==> src/rtl/mem_arbiter.sv <==
// rtl/mem_arbiter.sv - two-master round-robin arbiter sharing one synchronous single-port RAM
// Each access runs IDLE->ACCESS->CAPTURE->RESP with a fixed latency and a one-cycle ack.
module mem_arbiter #(
   parameter int          RAM_AW    = 12,
   parameter logic [31:0] BASE_ADDR = 32'h10000000
) (
   input  logic              clk,
   input  logic              rst,
   input  logic              m0_req,
   input  logic              m0_wren,
   input  logic [31:0]       m0_addr,
   input  logic [31:0]       m0_wdata,
   output logic [31:0]       m0_rdata,
   output logic              m0_ack,
   output logic              m0_err,
   input  logic              m1_req,
   input  logic              m1_wren,
   input  logic [31:0]       m1_addr,
   input  logic [31:0]       m1_wdata,
   output logic [31:0]       m1_rdata,
   output logic              m1_ack,
   output logic              m1_err,
   output logic [RAM_AW-1:0] ram_addr,
   output logic [31:0]       ram_wdata,
   output logic              ram_wren,
   input  logic [31:0]       ram_rdata
);

   typedef enum logic [1:0] {IDLE, ACCESS, CAPTURE, RESP} state_t;

   localparam logic [32:0] RANGE = 33'd4 << RAM_AW;

   state_t      state;
   logic        gnt;
   logic        last_gnt;
   logic        lat_wren;
   logic        lat_range;

   logic        sel;
   logic        sel_wren;
   logic [31:0] sel_addr;
   logic [31:0] sel_wdata;
   logic [31:0] sel_off;
   logic        sel_range;
   logic [31:0] cap_data;

   // The master not granted last wins a tie; a lone request always wins.
   always_comb begin
      sel       = (m0_req && m1_req) ? ~last_gnt : m1_req;
      sel_wren  = sel ? m1_wren  : m0_wren;
      sel_addr  = sel ? m1_addr  : m0_addr;
      sel_wdata = sel ? m1_wdata : m0_wdata;
      sel_off   = sel_addr - BASE_ADDR;
      sel_range = ({1'b0, sel_off} < RANGE) && (sel_off[1:0] == 2'b00);
      cap_data  = (!lat_wren && lat_range) ? ram_rdata : 32'd0;
   end

   always_ff @(posedge clk or negedge rst) begin
      if (!rst) begin
         state     <= IDLE;
         gnt       <= 1'b0;
         last_gnt  <= 1'b1;
         lat_wren  <= 1'b0;
         lat_range <= 1'b0;
         ram_addr  <= '0;
         ram_wdata <= 32'd0;
         ram_wren  <= 1'b0;
         m0_rdata  <= 32'd0;
         m0_ack    <= 1'b0;
         m0_err    <= 1'b0;
         m1_rdata  <= 32'd0;
         m1_ack    <= 1'b0;
         m1_err    <= 1'b0;
      end else begin
         case (state)
            IDLE: begin
               if (m0_req || m1_req) begin
                  state     <= ACCESS;
                  gnt       <= sel;
                  last_gnt  <= sel;
                  lat_wren  <= sel_wren;
                  lat_range <= sel_range;
                  ram_addr  <= sel_off[RAM_AW+1:2];
                  ram_wdata <= sel_wdata;
                  ram_wren  <= sel_wren && sel_range;
               end
            end
            ACCESS: begin
               ram_wren <= 1'b0;
               state    <= CAPTURE;
            end
            CAPTURE: begin
               // RAM data for the address sampled at the ACCESS edge is valid now.
               state <= RESP;
               if (gnt) begin
                  m1_rdata <= cap_data;
                  m1_ack   <= 1'b1;
                  m1_err   <= ~lat_range;
               end else begin
                  m0_rdata <= cap_data;
                  m0_ack   <= 1'b1;
                  m0_err   <= ~lat_range;
               end
            end
            RESP: begin
               m0_ack <= 1'b0;
               m0_err <= 1'b0;
               m1_ack <= 1'b0;
               m1_err <= 1'b0;
               state  <= IDLE;
            end
            default: state <= IDLE;
         endcase
      end
   end

endmodule
==> config.mk <==
export PLATFORM = sky130hd
export DESIGN_NAME = mem_arbiter
export DESIGN_NICKNAME = d
export VERILOG_FILES = /design/src/rtl/mem_arbiter.sv
export SDC_FILE = /design/constraint.sdc
export NUM_CORES = 1
export LEC_CHECK = 0
export BUFFER_PORTS_ARGS = -buffer_cell sky130_fd_sc_hd__buf_2
export CAP_MARGIN = 5
export CORE_UTILIZATION = 45
export DETAILED_ROUTE_END_ITERATION = 16
export GPL_TIMING_DRIVEN = 0
export PLACE_DENSITY = 0.85
export SYNTH_ARGS = -nofsm -noshare
export SYNTH_HDL_FRONTEND = slang
export SYNTH_SLANG_ARGS = --single-unit
==> constraint.sdc <==
create_clock -name clk -period 1.8 [get_ports clk]
set_clock_uncertainty 0.15 [all_clocks]
set_input_delay 0.54 -clock clk [delete_from_list [all_inputs] [get_ports clk]]
set_output_delay 0.54 -clock clk [all_outputs]
set_load 0.05 [all_outputs]
======== Yosys cells after proc, flatten, opt, wreduce, memory -nomap -nowiden ========
Index checks and enable logic that the tools add are counted.
word-level totals
  logic and storage cells ................. 58
  register bits ........................... 119
  output and inout port bits .............. 113
operators by class
  add/subtract/negate cells ............... 1
  mux-type cells .......................... 17
  eq/ne operators ......................... 6
  order comparisons ....................... 1
  reduce and logical (&&, ||, !) cells .... 16
  bitwise gates (word level) .............. 3
operators with widths
  cell                                                          number
  2-to-1 mux 32 bit                                             3
  less-than comparator 32 x 15 -> 1 bit, second input constant  1
  subtractor 32 x 29 -> 32 bit, second input constant           1
  AND reduction 2 bit                                           6
  case mux 1 bit (2 select lines)                               5
  case mux 2 bit (4 select lines)                               1
  2-to-1 mux 1 bit                                              7
  != test 2 bit, second input constant                          3
  equality test 2 bit, second input constant                    2
  logical AND 1 bit                                             4
  zero test 2 bit                                               2
  nonzero test 2 bit                                            2
  inverter 1 bit                                                3
  equality test 2 x 1 -> 1 bit, second input constant           1
  2-to-1 mux 2 bit                                              1
  zero test 1 bit                                               1
  logical OR 1 bit                                              1

======== Longest topological paths before layout ========
Gate-level depths: netlist of the first run.
  depth in word-level cells ............... 9
  gate-level depth with buffers ........... 8

======== Least setup slack after synthesis of the first run ========
Ideal clock, no wire load.
  path kind ............................... reg2reg
  start point ............................. register state[0]
  end point ............................... register state[1]
  stages on the path, launching flop included .. 5
  data required time ...................... 1525 ps
  path slack .............................. 153 ps
  arrival time ............................ 1373 ps
  setup time .............................. 125 ps
  buffers on the path ..................... 0
  cell sequence ........................... dfrtp_1 inv_1 ha_1 nor3b_1 mux2_2
on the way
  word-level cells in the longest chain between the ends .. 2
  elaborated cells on any way between the ends .. 6
  classes of those cells .................. eq/ne (4); mux (1); reduce/logical (1)
RTL lines
  item                                                              line  text
  from (decl)                                                       33    state_t state;
  from (signal assigned)                                            60    state <= IDLE;
  from (signal assigned)                                            78    state <= ACCESS;
  from (signal assigned)                                            90    state <= CAPTURE;
  equality test 2 bit, or another cell as far along                 75    case (state)
  case mux 2 bit (4 select lines) or != test 2 bit (tied branches)  --
Several ways; a longest one is shown, not always the timed one.
A chain may end at the register's enable or synchronous reset.

======== Worst setup path in the final report of the first run ========
  start point ............................. register m0_err
  end point ............................... output port m0_err
RTL lines
  item                    line  text
  from (decl)             15    output logic m0_err,
  from (signal assigned)  102   m0_err <= ~lat_range;
No word-level cell between the ends.

==> summary.txt, run 1 <==
Global route
  • First-pass GRT wire length: ~22 mm
  • Initial antenna violation count: 0
  • Total grt overflow: 0
  • Vias in the first global route: 4493
  • GRT Resource Usage Total: 24.9%
  • Largest net degree at the start of global routing: 73

Logic synthesis
  • Synth unique cells: 29
  • Post-synth net total: 673
  • Largest cells by area after synthesis: dfrtp_1 58%, nand2_1 11%, mux2i_1 9.1%, o21ai_0 7.3%, o21ai_1 3.9%
  • Synth Warn #: 0
  • Synth top area share: 58.2%
  • Synth Area per Inst: 10.1 sq um
  • Post-synthesis register bit count: about 120
  • Cell taking the most area after synthesis: dfrtp_1
  • Post-Synthesis Cells: 502
  • Post-synthesis sequential area ratio: 58.7%
  • Synthesized area: 5080 sq um

STA
  • Actual slew at the worst max-slew pin: roughly 0.46 ns
  • Min Tclk post-route: 1.74 ns
  • RSZ-0062 raised after global routing: true
  • Final setup violation count: 0
  • Fmax achieved: 575 MHz
  • Slew Limit Fails: 0
  • Fin crit share: a little over nine tenths
  • Setup tns final: 0 ns
  • Hold Vio Cnt, Final: 0
  • Slew margin rel.: 69.4%

Route
  • Routed length per instance: 15.1 microns
  • DRT iter0 DRCs: 380
  • Detail Route Antenna Nets: 0
  • DRC: 0
  • Drt via density: roughly 5.0
  • DR pass1 iterations: 4
  • Via count: around 4800
  • Routed wire length: around 14 mm

Power and ir drop
  • Pwr Density: around 1700 nW/um^2
  • Peak supply drop: ~0.0011 V
  • Leakage: 3.90 nW
  • Total power: roughly 0.012 W

Clock tree
  • CTS Buffer Depth: 2
  • Clock buffer count from CTS: 17
  • Root Buffer: clkbuf_16
  • H-tree Lvls: 4
  • Post-CTS setup buffer count: 0
  • Clock slew at reported path FFs: about 0.060 ns
  • CTS tree: yes
  • Worst skew pair latency: around 0.40 ns
  • CTS Sinks: approximately 120

Die
  • Row count: 38
  • Starting Density: 46.4%
  • Core box area: between 10000 and 15000 sq um
  • Die height: 108 microns
  • Die width: roughly 110 microns
  • Top-level I/O count: between 200 and 300
  • Die footprint: between 10000 and 15000 sq um

Setup path
  • Req. time, crit path: approximately 1.1 ns
  • RR Endpoint: m0_rdata[11]
  • Reg2reg path depth: 8
  • CP Max Fanout: 3
  • R2R Setup Slk: 0.09 ns
  • WP buf/inv: 1
  • Crit path depth: 1
  • Worst path top cell family by delay: flip-flops
  • WP data arrival: ~1.1 ns
  • Worst Setup End Kind: primary output
  • Slowest cell delay on critical path: approximately 0.36 ns
  • WS Path Type: flop to primary output
  • Cell-by-cell trace of the critical path: buf_2
  • Worst setup SP type: flop
  • RR Startpoint: state[0]
  • Cell at the slowest stage of the critical path: dfrtp_1

Placed design
  • Cells after DPL: 921
  • HPWL Detailed: ~11 mm
  • RePlAce Congestion: about 0.8
  • Port buffer count: between 200 and 300
  • Post-DP Area: approximately 6700 sq um

Cells and area
  • Final instance area: ~7400 sq um
  • Area Growth Syn to Fin: 45.0%
  • Diode count: 0
  • Layout Cells excl Fill: ~950
  • Share of post-route cells with drive strength above 1: ~43%
  • Nets: between 900 and 1000
  • Utilization after layout: between 60% and 70%

Hold path
  • Hold-critical path depth: 2
  • Hold_sp: m0_req
  • Hold Crit Class: input pin to flop
  • Worst min-delay path endpoint: last_gnt

Run status
  • Status: complete, no violations

Run
  • Max Cap Violations: 0
==> layout make-up <==
class	instances	area, sq um
Fill cell	887	3570
Sequential cell	119	2980
Multi-Input combinational cell	345	1910
Timing Repair Buffer	280	1440
Clock buffer	18	429
Buffer	34	241
Clock inverter	14	176
Tap cell	140	175
Inverter	4	15.0
==> repair_timing <==
item,4_1_cts,5_1_grt
hold buffers,1,0
setup endpoints to repair,111,107
gates resized for setup,19,20
hold endpoints to repair,46,0
==> where the power goes <==
part / leakage, nW / switching, W / internal (W)
Clock: 0.290 / 0.00127 / 0.00219
Sequential: 1.57 / 0.000353 / 0.00335
Combinational: 2.04 / 0.00388 / 0.00141
==> layout by cell type, fill, tap and decap left out, drive strengths merged <==
cell,n
nor4,8
clkbuf,32
ha,5
nor3,1
mux2i,46
dfrtp,118
o21ai,114
nand2b,2
nor2b,1
buf,299
mux2,3
nand4,1
dlygate4sd3,1
clkinvlp,2
nor3b,1
nand2,148
o41ai,1
clkinv,8
a31oi,1
inv,5
nand3,1
bufinv,3
o22a,1
a22o,3
a21oi,2
a21boi,1
nor4b,2
nand4b,1
nor2,2
dfstp,1
==> cells by family after synthesis <==
logic type,count (synthesis),share of synthesized area (%)
buffers and inverters,38,4.14
AND/OR/NAND/NOR,168,13.4
multiplexers,49,9.73
AO/OA/AOI/OAI,123,12.8
flip-flops,119,58.7
adder cells (fa/ha/maj),5,1.23
==> sequential cells by signal, indices dropped and copies added (netlist names), 2 cells and up <==
name / flops
m1_rdata: 32
ram_wdata: 32
state: 2
ram_addr: 12
m0_rdata: 32
==> per-stage QoR <==
stage | worst slack [ns] | hold slack [ns]
5_1_grt | -0.0110 | 0.204
3_5_place_dp | -0.347 | 0.315
2_1_floorplan | 0.153 | 0.0944
6_report | 0.0604 | 0.210
3_3_place_gp | -1.38 | 0.305
4_1_cts | 0.00456 | 0.201
==> cells in the mapped netlist <==
library cell,count
nor2b_1,1
buf_6,2
nor2_1,2
buf_2,15
o41ai_2,1
dfstp_2,1
a21oi_1,2
nand4_1,1
a21boi_2,1
o22a_1,1
o21ai_1,40
clkbuf_1,14
dfrtp_1,118
nor4b_1,2
nand2_1,148
nand2b_1,2
nor3b_1,1
mux2_2,3
o21ai_0,74
ha_1,5
inv_1,4
nor3_1,1
nor4_1,8
mux2i_1,46
buf_8,3
a22o_1,3
nand4b_1,1
a31oi_1,1
nand3_1,1
==> worst max path at each step <==
stage	start	endpoint	slack, ns
after floorplan	state[0]	state[1]	0.15
after global placement	rst	ram_addr[10]	-1.38
after detailed placement	m1_req	ram_wren	-0.35
after CTS	state[0]	m0_rdata[8]	0.005
after global routing	state[0]	m0_rdata[11]	-0.01
final	m0_err	m0_err	0.06
==> metal layers <==
layer	global-route usage [%]	up-vias	routed length, microns	part of all wire (%)
met1	29.4	2216	5850	41
li1	-	2307	-	-
met2	44.1	219	7340	51
met4	9.98	0	306	2.1
met5	0	-	0	0
met3	5.00	23	943	6.5
Power figures use the tool's default switching activity.
==> run 2: changes to the inputs <==
Settings changed: CORE_ASPECT_RATIO set to 2.
==> run 2 against run 1 <==
Sequential share of layout area about the same; critical path depth unchanged; non-clock buffer count increased by 1; clock-buffer cell count unchanged; sequential power about the same; design area about the same; wire length increased by 3.3%; via count increased by 1.1%; largest power group unchanged.
==> summary.txt, run 2 (same netlist as run 1, synthesis figures left out) <==
Setup path
  • Cell-by-cell trace of the critical path: buf_2
  • R2R Setup Slk: 0.09 ns (about the same)
  • WS Path Type: flop to primary output
  • RR Startpoint: state[0]
  • RR Endpoint: m0_rdata[26]
  • Req. time, crit path: 1.11 ns (about the same)
  • Critical Path Start: m0_ack
  • CP Max Fanout: 3 (unchanged)
  • WP buf/inv: 1 (unchanged)
  • Worst path top cell family by delay: flip-flops
  • Worst Setup End Kind: primary output
  • Crit path depth: 1 (unchanged)
  • Slowest cell delay on critical path: 0.37 ns (about the same)
  • Reg2reg path depth: 8 (unchanged)
  • Cell at the slowest stage of the critical path: dfrtp_1
  • Critical Path End: m0_ack
  • WP data arrival: 1.07 ns (+0.02 ns)
  • Worst setup SP type: flop

Run
  • Max Cap Violations: 0 (unchanged)

Global route
  • Vias in the first global route: 4974 (+11%)
  • GRT Resource Usage Total: 26.3% (+1.4 points)
  • First-pass GRT wire length: 23.7 mm (+8.2%)
  • Total grt overflow: 0 (unchanged)
  • Initial antenna violation count: 0 (unchanged)
  • Largest net degree at the start of global routing: 88 (+21%)

Route
  • DRC: 0 (unchanged)
  • Detail Route Antenna Nets: 0 (unchanged)
  • Drt via density: 5.04 (+0.96%)
  • DR pass1 iterations: 4 (unchanged)
  • Via count: 4816 (+1.1%)
  • DRT iter0 DRCs: 196 (-48%)
  • Routed length per instance: 15.6 microns (+3.2%)
  • Routed wire length: 14.9 mm (+3.3%)

STA
  • Actual slew at the worst max-slew pin: 0.447 ns (-0.0122 ns)
  • Min Tclk post-route: 1.76 ns (+0.0247 ns)
  • Fmax achieved: 567 MHz (-1.4%)
  • Slew margin rel.: 70.2% (+0.81 points)
  • Fin crit share: 98.0% (+1.4 points)
  • Hold Vio Cnt, Final: 0 (unchanged)
  • Final setup violation count: 0 (unchanged)
  • Slew Limit Fails: 0 (unchanged)

Die
  • Row count: 54 (+42%)
  • Starting Density: 46.4% (about the same)
  • Core box area: 10900 sq um (about the same)
  • Die width: 77.1 microns (-29%)
  • Top-level I/O count: 279 (unchanged)
  • Die height: 152 microns (+41%)
  • Die footprint: 11700 sq um (+0.22%)

Power and ir drop
  • NetSw: 0.00542 W (-1.3%)
  • Peak supply drop: 0.00106 V (-4.9%)
  • Internal power: 0.00697 W (+0.26%)
  • Pwr Density: 1680 nW/um^2 (-0.53%)
  • Sw Share: 43.8% (-0.40 points)
  • Leakage: 3.91 nW (+0.29%)
  • Comb pwr share: 42.6% (about the same)
  • Seq pwr share: 29.9% (about the same)
  • Share of total power in the clock network: 27.5% (-0.2 points)

Cells and area
  • Final instance area: 7370 sq um (about the same)
  • Share of post-route cells with drive strength above 1: 43.3% (+0.19 points)
  • Largest registers: m0_rdata: 32 flops, m1_rdata: 32 flops, ram_wdata: 32 flops
  • Diode count: 0 (unchanged)
  • Most frequent cells in the layout: 284 x buf_2, 147 x nand2_1, 118 x dfrtp_1
  • Nets: 973 (+0.10%)
  • Area Growth Syn to Fin: 45.1% (about the same)
  • Most common cell after layout, fill and taps aside: buf_2
  • Utilization after layout: 67.3% (about the same)

Clock tree
  • CTS Buffer Depth: 2 (unchanged)
  • H-tree Lvls: 4 (unchanged)
  • Worst skew pair latency: 0.40 ns (about the same)
  • Root Buffer: clkbuf_16
  • Clock buffer count from CTS: 17 (unchanged)
  • Clock slew at reported path FFs: 0.06 ns (about the same)
  • CTS Sinks: 119 (unchanged)
  • CTS tree: yes

Placed design
  • RePlAce Congestion: 0.858 (+4.5%)
  • Post-DP Area: 6680 sq um (unchanged)
  • HPWL Detailed: 11.3 mm (+3.6%)
  • Port buffer count: 278 (unchanged)

Hold path
  • Hold Crit Class: input pin to flop

Run status
  • Status: complete, no violations
[run 2: worst min-delay path by stage]
stage,from,end,slack [ns],cells after the start
final,m0_req,last_gnt,0.23,2
after global routing,m0_req,last_gnt,0.22,2
after CTS,m0_req,last_gnt,0.21,2
after detailed placement,rst,m0_rdata[5],0.30,1
after global placement,ram_wdata[2],ram_wdata[2],0.31,2
after floorplan,rst,gnt,0.09,0
[run 2: power by group through the flow]
stage                     combinational, W  sequential, W  clock, W
after global routing               0.00562        0.00379   0.00360
after detailed placement           0.00515        0.00373         0
after floorplan                    0.00161        0.00581         0
after global placement             0.00505        0.00371         0
after CTS                          0.00520        0.00370   0.00346
final                              0.00528        0.00371   0.00341
[run 2: repair_timing]
action	4_1_cts	5_1_grt
hold endpoints to repair	32	0
hold buffers	1	0
setup buffers	0	1
resized for setup	19	27
endpoints found under the setup margin	111	108
[run 2: metrics by stage]
stage          worst slack [ns]  power (W)  cells  setup TNS, ns  hold slack [ns]
3_5_place_dp             -0.343    0.00888    921         -19.33            0.296
4_1_cts                  0.0108     0.0124    954              0            0.210
2_1_floorplan             0.153    0.00741    502              0           0.0944
5_1_grt                 -0.0165     0.0130    955        -0.0472            0.216
3_3_place_gp              -1.38    0.00875    920        -181.71            0.306
6_report                 0.0357     0.0124    955              0            0.225
[run 2: metal layers]
| layer | vias up | GRT usage (%) | wire length (microns) |
|---|---|---|---|
| li1 | 2309 | - | - |
| met1 | 2249 | 26.4 | 5270 |
| met2 | 220 | 49.9 | 8310 |
| met3 | 38 | 5.45 | 852 |
| met4 | 0 | 12.8 | 480 |
| met5 | - | 0 | 0 |
[run 2: area by class of cell]
type | instances | area, sq um
Clock inverter | 14 | 174
Buffer | 34 | 243
Fill cell | 899 | 3580
Inverter | 4 | 15.0
Timing Repair Buffer | 281 | 1440
Multi-Input combinational cell | 345 | 1910
Clock buffer | 18 | 429
Sequential cell | 119 | 2980
Tap cell | 140 | 175
